--- config.mk ---
export PLATFORM = sky130hd
export DESIGN_NAME = stack_pusher
export DESIGN_NICKNAME = d
export VERILOG_FILES = /design/src/rtl/stack_pusher.sv
export SDC_FILE = /design/constraint.sdc
export NUM_CORES = 1
export LEC_CHECK = 0
export CAP_MARGIN = 20
export CORE_MARGIN = 2
export CORE_UTILIZATION = 48
export DETAILED_ROUTE_END_ITERATION = 10
export HOLD_SLACK_MARGIN = 0.02
export PLACE_DENSITY = 0.93
export SYNTH_ARGS = -nofsm -noshare
export SYNTH_HDL_FRONTEND = slang
export SYNTH_SLANG_ARGS = --single-unit
--- constraint.sdc ---
create_clock -name clk -period 6.7 [get_ports clk]
set_input_delay 1.005 -clock clk [delete_from_list [all_inputs] [get_ports clk]]
set_output_delay 1.005 -clock clk [all_outputs]
set_load 0.02 [all_outputs]
--- src/rtl/stack_pusher.sv ---
// stack_pusher: serialises a return PC (and, for interrupts, the CCR flags)
// onto the data-memory write port as DATA_W-bit words, post-decrementing SP
// once per accepted word. Push order is flags, PC high, PC low, so that the
// low half of the PC ends up on top of the stack for the pop side.
module stack_pusher #(
    parameter int DATA_W = 16,
    parameter int ADDR_W = 32,
    parameter int FLAG_W = 3
) (
    input  logic                clk,
    input  logic                rst,
    input  logic                start,
    input  logic                push_flags,
    input  logic [2*DATA_W-1:0] pc_in,
    input  logic [FLAG_W-1:0]   flags_in,
    input  logic [ADDR_W-1:0]   sp_in,
    input  logic                mem_stall,
    output logic                mem_we,
    output logic [ADDR_W-1:0]   mem_addr,
    output logic [DATA_W-1:0]   mem_wdata,
    output logic [1:0]          phase,
    output logic                busy,
    output logic                sp_we,
    output logic [ADDR_W-1:0]   sp_out,
    output logic                done
);

    // Low two bits of the write states match the phase codes shared with the
    // pop side; IDLE and FIN both read as phase 00.
    typedef enum logic [2:0] {
        S_IDLE  = 3'b000,
        S_PC_LO = 3'b001,
        S_PC_HI = 3'b010,
        S_FLAGS = 3'b011,
        S_FIN   = 3'b100
    } state_t;

    state_t              state, state_n;
    logic [2*DATA_W-1:0] pc_r;
    logic [FLAG_W-1:0]   fl_r;
    logic [ADDR_W-1:0]   sp_r;
    logic                wr_state;

    // State register; reset aborts any sequence in flight.
    always_ff @(posedge clk or posedge rst) begin
        if (rst) state <= S_IDLE;
        else     state <= state_n;
    end

    // Capture operands on an accepted start, then walk SP down once per
    // word that memory actually accepted.
    always_ff @(posedge clk or posedge rst) begin
        if (rst) begin
            pc_r <= '0;
            fl_r <= '0;
            sp_r <= '0;
        end else if (state == S_IDLE && start) begin
            pc_r <= pc_in;
            fl_r <= flags_in;
            sp_r <= sp_in;
        end else if (wr_state && !mem_stall) begin
            sp_r <= sp_r - ADDR_W'(1);
        end
    end

    // Next-state and output decode. Outputs depend only on registered state
    // and captured operands, so nothing combinational leaks from the inputs.
    always_comb begin
        state_n   = state;
        wr_state  = 1'b0;
        mem_we    = 1'b0;
        mem_addr  = '0;
        mem_wdata = '0;
        phase     = 2'b00;
        busy      = 1'b0;
        sp_we     = 1'b0;
        sp_out    = '0;
        done      = 1'b0;
        case (state)
            S_IDLE: begin
                if (start) state_n = push_flags ? S_FLAGS : S_PC_HI;
            end
            S_FLAGS: begin
                wr_state  = 1'b1;
                mem_wdata = {{(DATA_W-FLAG_W){1'b0}}, fl_r};
                if (!mem_stall) state_n = S_PC_HI;
            end
            S_PC_HI: begin
                wr_state  = 1'b1;
                mem_wdata = pc_r[2*DATA_W-1:DATA_W];
                if (!mem_stall) state_n = S_PC_LO;
            end
            S_PC_LO: begin
                wr_state  = 1'b1;
                mem_wdata = pc_r[DATA_W-1:0];
                if (!mem_stall) state_n = S_FIN;
            end
            S_FIN: begin
                // Start is not sampled here: a request arriving now is dropped.
                sp_we   = 1'b1;
                sp_out  = sp_r;
                done    = 1'b1;
                state_n = S_IDLE;
            end
            default: state_n = S_IDLE;
        endcase
        if (wr_state) begin
            mem_we   = 1'b1;
            mem_addr = sp_r;
            phase    = state[1:0];
            busy     = 1'b1;
        end
    end

endmodule

==> reports/qor.csv, run 1 <==
stage,metric,value,unit
critical_path,crit_path_start,state[0]$_DFFE_PP0P_,
critical_path,cp_common_cell,nor2_2,
critical_path,reg2reg_slack,3.59,ns
clock_network,clkLatencyLatePin,0.34,ns
synthesis,yosysTopAreaCellShare,43.51,%
finish,nNetsFinal,700,
route,ant_nets,0,
sta,finalCritPeriodShare,59.02,%
sta,hold_ws,0.4782,ns
pwr,p_per_area,473.5,nW/um^2
critical_path,crit_type,register to primary output,
sta,fmaxAchievable,252.9,MHz
floorplanning,core,8175,um^2
synthesis,ys_async_sr_fraction,100.0,%
clock_network,numCtsBuffers,9,
synthesis,synth-seq-cells,70,
pwr,comb_power_share,52.5,%
critical_path,cp-end-kind,primary output,
pwr,seq_power_share,31.3,%
floorplanning,start_util,49.25,%
synthesis,ys.flop_type,dfrtp_1,
clock_network,hold_buffers,0,
critical_path,crit_end,mem_addr[21],
sta,max_slew_margin,34.72,%
finish,diodes,0,
sta,setup_viol,0,
placement,place_congestion,0.8085,
finish,multiInputGateArea,2101,um^2
clock_network,clkSlewWorstSetupHoldPaths,0.07,ns
critical_path,worst-path-stages,5,
sta,rsz0062_at_grt,no,
critical_path,reg2reg_depth,5,
global_routing,grt_max_degree,71,
synthesis,synth_edf_count,0,
global_routing,grt_first_pass_wirelength,18400,um
sta,hold_violations,0,
global_routing,grt_pass1_vias,3784,
critical_path,reg2reg_to,sp_r[25]$_DFFE_PP0P_,
route,routed_wirelength,11500,um
critical_path,crit_buf_inv,2,
clock_network,cts_root_buffer,clkbuf_8,
placement,dpl-instance-area,5609,um^2
route,drc_errors,0,
sta,setup_slack,2.746,ns
run_status,outcome,finished clean,
critical_path,arrival,2.95,ns
pwr,power.leakage,2.550,nW
min_path,hold_path.class,register to register,
global_routing,antenna_found_initial,0,
sta,drv_slew,0,
placement,io_buffer_count,157,
synthesis,ys_warn_count,0,
clock_network,cts_setup_buffers,0,
pwr,switching_share,42.73,%
sta,setup-tns-final,0,ns
synthesis,syn_nets,567,
finish,area_growth,46.40,%
placement,dp.cells,720,
route,via_count,4034,
global_routing,track_usage,25.80,%
floorplanning,die_y,95.59,um
clock_network,clock_sinks,70,
route,post_drt_wl_per_cell,15.60,um
synthesis,yosysSeqAreaShare,43.51,%
clock_network,clockBufferDepth,2,
synthesis,synth.most_common_cell,nand2_1,
critical_path,path_delay_family,simple AND/OR/NAND/NOR gates,
floorplanning,rows,33,
critical_path,slowest_stage,nor2_2,
finish,register_area,1753,um^2
finish,stdcell_area,5894,um^2
sta,clock_skew,0.01204,ns
floorplanning,die-width,95.59,um
job,max_cap_viol_count,0,
route,drt_first_iter_violations,169,
pwr,pwr-share-clk,16.2,%
placement,detailedPlacementHpwl,8030,um
synthesis,synthCells,494,
sta,min_period,3.954,ns
finish,drive_above_1_share,5.696,%
synthesis,synth.distinct_cells,45,
critical_path,path_max_fanout,32,
clock_network,ctsResizeCount,0,
clock_network,cts_tree,built,
synthesis,synthTopCellsByArea,"dfrtp_1, nand2_1, and2_1",
critical_path,slowest_delay,0.72,ns
global_routing,overflow,0,
critical_path,crit_chain,nor2_2 > buf_8 > nor2_2 > and2_1 > clkdlybuf4s50_1,
route,dr.pass1.iters,4,
synthesis,syn_area_per_cell,8.151,um^2
placement,dp_worst_setup_slack,2.908,ns
critical_path,cp-start-kind,register,
synthesis,synthesis.area,4026,um^2
pwr,p_int,1.599,mW
floorplanning,fp.dieArea,9136,um^2
floorplanning,num_io_pins,158,
synthesis,synthTopCellsByCount,"nand2_1, dfrtp_1, clkbuf_1",
finish,final_cells,737,
pwr,power.net_switching,1.192,mW
clock_network,ctsHtreeMaxLevel,3,
critical_path,cp.required,5.69,ns
pwr,irDropWorstVdd,0.0002238,V
sta,tightest_slew,0.9773,ns
synthesis,synth_top_area_cell,dfrtp_1,
route,avgViaCountPerCell,5.474,
finish,nFillCells,594,
critical_path,r2r-start,state[2]$_DFFE_PP0P_,
==> sequential cells by signal, indices dropped and copies added (netlist names) <==
register and cells:
fl_r 3, pc_r 32, sp_r 32, state 3
==> metrics by stage <==
step | util, % | total power [mW]
final | 72.10 | 2.791
after global routing | 72.10 | 2.984
after CTS | 71.92 | 2.786
after detailed placement | 68.61 | 2.323
after global placement | 68.61 | 2.256
after floorplan | - | 1.709
==> area by class of cell <==
class	instances	share of cell area (%)
Clock buffer	10	2.335
Sequential cell	70	29.74
Clock inverter	6	2.250
Timing Repair Buffer	163	27.55
Tap cell	105	2.229
Multi-Input combinational cell	379	35.64
Inverter	4	0.2547
==> kinds of logic after synthesis <==
logic type / count (synthesis) / share of synthesized area [%]
and+or+nand+nor: 292 / 36.30
DFF: 70 / 43.51
AOI/OAI and AO/OA: 58 / 8.918
xor gates and xnor gates: 22 / 4.785
adders and majority gates: 1 / 0.3107
muxes: 6 / 1.585
buffers and inverters: 45 / 4.599
==> worst register-to-register path, stage by stage (launching register included) <==
cell	delay, ns
dfrtp_2	0.77
nor2_1	0.33
nand4_1	0.46
or4_1	0.85
or4_1	0.46
a31oi_1	0.17
==> routing by layer <==
| metal | routed length (um) | vias up | share of wire, % | track usage (%) |
|---|---|---|---|---|
| li1 | - | 1927 | - | - |
| met1 | 4830 | 1906 | 42 | 34.00 |
| met2 | 5570 | 178 | 48 | 42.54 |
| met3 | 864 | 23 | 7.5 | 5.059 |
| met4 | 233 | 0 | 2.0 | 8.929 |
| met5 | 0 | - | 0 | 0 |
==> layout by cell type, fill, tap and decap left out, drive strengths merged, types with 5 or more instances in the layout <==
master	netlist	routed
clkdlybuf4s50	0	157
nor3	9	9
nand3	6	6
xnor2	17	17
buf	7	6
clkbuf	34	10
nor2	30	30
a22oi	16	16
nor4	11	11
or4	9	9
nand2	134	134
dfrtp	70	70
nor2b	8	8
o21ai	27	27
xor2	5	5
or3	8	8
and2	32	32
and3	32	32
==> power by group through the flow <==
stage	logic [mW]	clock network (mW)	registers (mW)
finish	1.46	0.453	0.873
global route	1.61	0.474	0.905
CTS	1.46	0.458	0.864
detailed placement	1.45	0	0.870
global placement	1.40	0	0.853
floorplan	0.949	0	0.760
==> worst min path at each step <==
| stage | start | end | slack (ns) | cells past startpoint |
|---|---|---|---|---|
| 2_1_floorplan | fl_r[0]$_DFFE_PP0P_ | fl_r[0]$_DFFE_PP0P_ | 0.44 | 2 |
| 3_3_place_gp | pc_r[31]$_DFFE_PP0P_ | pc_r[31]$_DFFE_PP0P_ | 0.46 | 2 |
| 3_5_place_dp | pc_r[10]$_DFFE_PP0P_ | pc_r[10]$_DFFE_PP0P_ | 0.46 | 2 |
| 4_1_cts | pc_r[19]$_DFFE_PP0P_ | pc_r[19]$_DFFE_PP0P_ | 0.48 | 2 |
| 5_1_grt | pc_r[8]$_DFFE_PP0P_ | pc_r[8]$_DFFE_PP0P_ | 0.51 | 2 |
| 6_report | pc_r[10]$_DFFE_PP0P_ | pc_r[10]$_DFFE_PP0P_ | 0.48 | 2 |
Power figures use the tool's default switching activity.
==> run 2, diff against run 1 <==
CORE_UTILIZATION = 40   (was 48)
PLACE_DENSITY = 0.83   (was 0.93)
clock period = 3.3 ns   (was 6.7 ns; I/O delays follow)
==> run 2 against run 1 <==
Global-route usage down 4.4 points. Clock-buffer cell count did not move. Non-clock buffer count up 4. First-iteration DRC count increased by 26%. Register-to-register slack worse by 2.9 ns. Critical path type unchanged. Critical endpoint is now mem_wdata[7]. Sequential share of layout area is 0.32 points lower. Final area increased by 1.1%.
==> reports/qor.csv, run 2 (same netlist as run 1, synthesis figures left out) <==
stage,metric,value,unit
run_status,outcome,finished clean,
pwr,power,5.602,mW
global_routing,grt_max_degree,94,
min_path,whs_path_depth,2,
clock_network,clkSlewWorstSetupHoldPaths,0.07,ns
sta,hold_ws,0.4791,ns
sta,fmaxAchievable,342.5,MHz
finish,layout_commonest_cell,clkdlybuf4s50_1,
clock_network,cts_root_buffer,clkbuf_8,
clock_network,ctsHtreeMaxLevel,3,
critical_path,reg2reg_to,sp_r[25]$_DFFE_PP0P_,
floorplanning,die-width,104.3,um
finish,diodes,0,
pwr,irDropWorstVdd,0.0004648,V
clock_network,hold_buffers,0,
finish,layout_common_cells,"clkdlybuf4s50_1, nand2_1, dfrtp_1",
finish,nNetsFinal,704,
floorplanning,start_util,41.19,%
route,avgViaCountPerCell,5.147,
min_path,hold_path.class,register to register,
sta,rsz0062_at_grt,no,
clock_network,ctsResizeCount,0,
sta,min_period,2.920,ns
global_routing,track_usage,21.36,%
critical_path,r2r-start,sp_r[17]$_DFFE_PP0P_,
route,drc_errors,0,
route,via_count,3958,
min_path,worstHoldStart,pc_r[31]$_DFFE_PP0P_,
sta,tightest_slew,0.6303,ns
floorplanning,num_io_pins,158,
route,dr.pass1.iters,5,
clock_network,cts_tree,built,
sta,clock_skew,0.008986,ns
sta,finalCritPeriodShare,88.48,%
critical_path,crit_chain,nor2b_1 > buf_4 > a22oi_1 > nor2_1 > clkdlybuf4s50_1,
critical_path,cp-end-kind,primary output,
global_routing,antenna_found_initial,0,
sta,setup-tns-final,0,ns
pwr,p_per_area,940.2,nW/um^2
route,routed_wirelength,11620,um
critical_path,cp.required,2.80,ns
global_routing,overflow,0,
critical_path,slowest_delay,0.63,ns
pwr,power.leakage,2.569,nW
route,drt_first_iter_violations,213,
route,post_drt_wl_per_cell,15.10,um
critical_path,path_max_fanout,13,
sta,setup_viol,0,
critical_path,crit_buf_inv,2,
clock_network,clockBufferDepth,2,
clock_network,cts_setup_buffers,0,
job,max_cap_viol_count,0,
sta,max_slew_margin,57.92,%
finish,area_growth,47.98,%
route,ant_nets,0,
critical_path,path_delay_family,buffers and inverters,
placement,io_buffer_count,157,
critical_path,reg2reg_slack,0.64,ns
critical_path,slowest_stage,clkdlybuf4s50_1,
placement,dp_worst_setup_slack,0.5029,ns
finish,drive_above_1_share,6.289,%
critical_path,crit_type,register to primary output,
clock_network,clkLatencyLatePin,0.34,ns
critical_path,arrival,2.42,ns
placement,place_congestion,0.8190,
min_path,min_to,pc_r[31]$_DFFE_PP0P_,
clock_network,numCtsBuffers,9,
clock_network,clock_sinks,70,
floorplanning,die_y,104.3,um
sta,hold_violations,0,
finish,largestRegisters,"pc_r: 32 flops, sp_r: 32 flops",
global_routing,grt_pass1_vias,3810,
floorplanning,fp.dieArea,10880,um^2
global_routing,grt_first_pass_wirelength,18730,um
sta,drv_slew,0,
critical_path,cp-start-kind,register,
sta,setup_slack,0.3802,ns
placement,detailedPlacementHpwl,8201,um
floorplanning,rows,36,
floorplanning,core,9774,um^2
critical_path,reg2reg_depth,5,
## run 2: worst max-delay path by stage
| stage | slack (ns) | to | from | depth (start not counted) |
|---|---|---|---|---|
| final | 0.38 | mem_wdata[7] | state[1]$_DFFE_PP0P_ | 5 |
| after global routing | 0.18 | mem_wdata[4] | state[1]$_DFFE_PP0P_ | 5 |
| after CTS | 0.12 | mem_addr[20] | state[0]$_DFFE_PP0P_ | 4 |
| after detailed placement | 0.50 | sp_r[25]$_DFFE_PP0P_ | mem_stall | 6 |
| after global placement | 0.56 | sp_r[25]$_DFFE_PP0P_ | mem_stall | 6 |
| after floorplan | 0.83 | sp_r[25]$_DFFE_PP0P_ | sp_r[9]$_DFFE_PP0P_ | 7 |
## run 2: through the flow
stage / utilization (%) / instance area [um^2] / instances
CTS: 60.91 / 5953 / 769
detailed placement: 58.38 / 5707 / 753
global placement: 58.38 / 5707 / 753
finish: 60.96 / 5958 / 769
global route: 60.96 / 5958 / 769
floorplan: - / 4026 / 494
## run 2: area by class of cell
type	count	area, um^2
tap	133	166.4
inverter	4	15.01
timing repair buffer	167	1672
clock buffer	10	137.6
clock inverter	6	108.9
fill	822	3816
multi-input combinational	379	2106
sequential	70	1753
## run 2: metal layers
layer | GRT usage [%] | routed length (um) | vias up
met1 | 27.85 | 5149 | 1857
li1 | - | - | 1935
met2 | 35.39 | 5666 | 155
met4 | 7.239 | 117 | 0
met3 | 4.323 | 682 | 11
met5 | 0 | 0 | -
## run 2: report_power, final
part           internal (mW)  switching, mW
Clock                  0.521          0.329
Sequential              1.26          0.444
Combinational           1.41           1.63
Total                   3.19           2.41
## run 2: worst register-to-register path: stages, from the launching register on
cell and delay [ns]:
dfrtp_1 0.45, or3_1 0.42, or4_1 0.48, or4_1 0.59, or4_1 0.46, a31oi_1 0.19
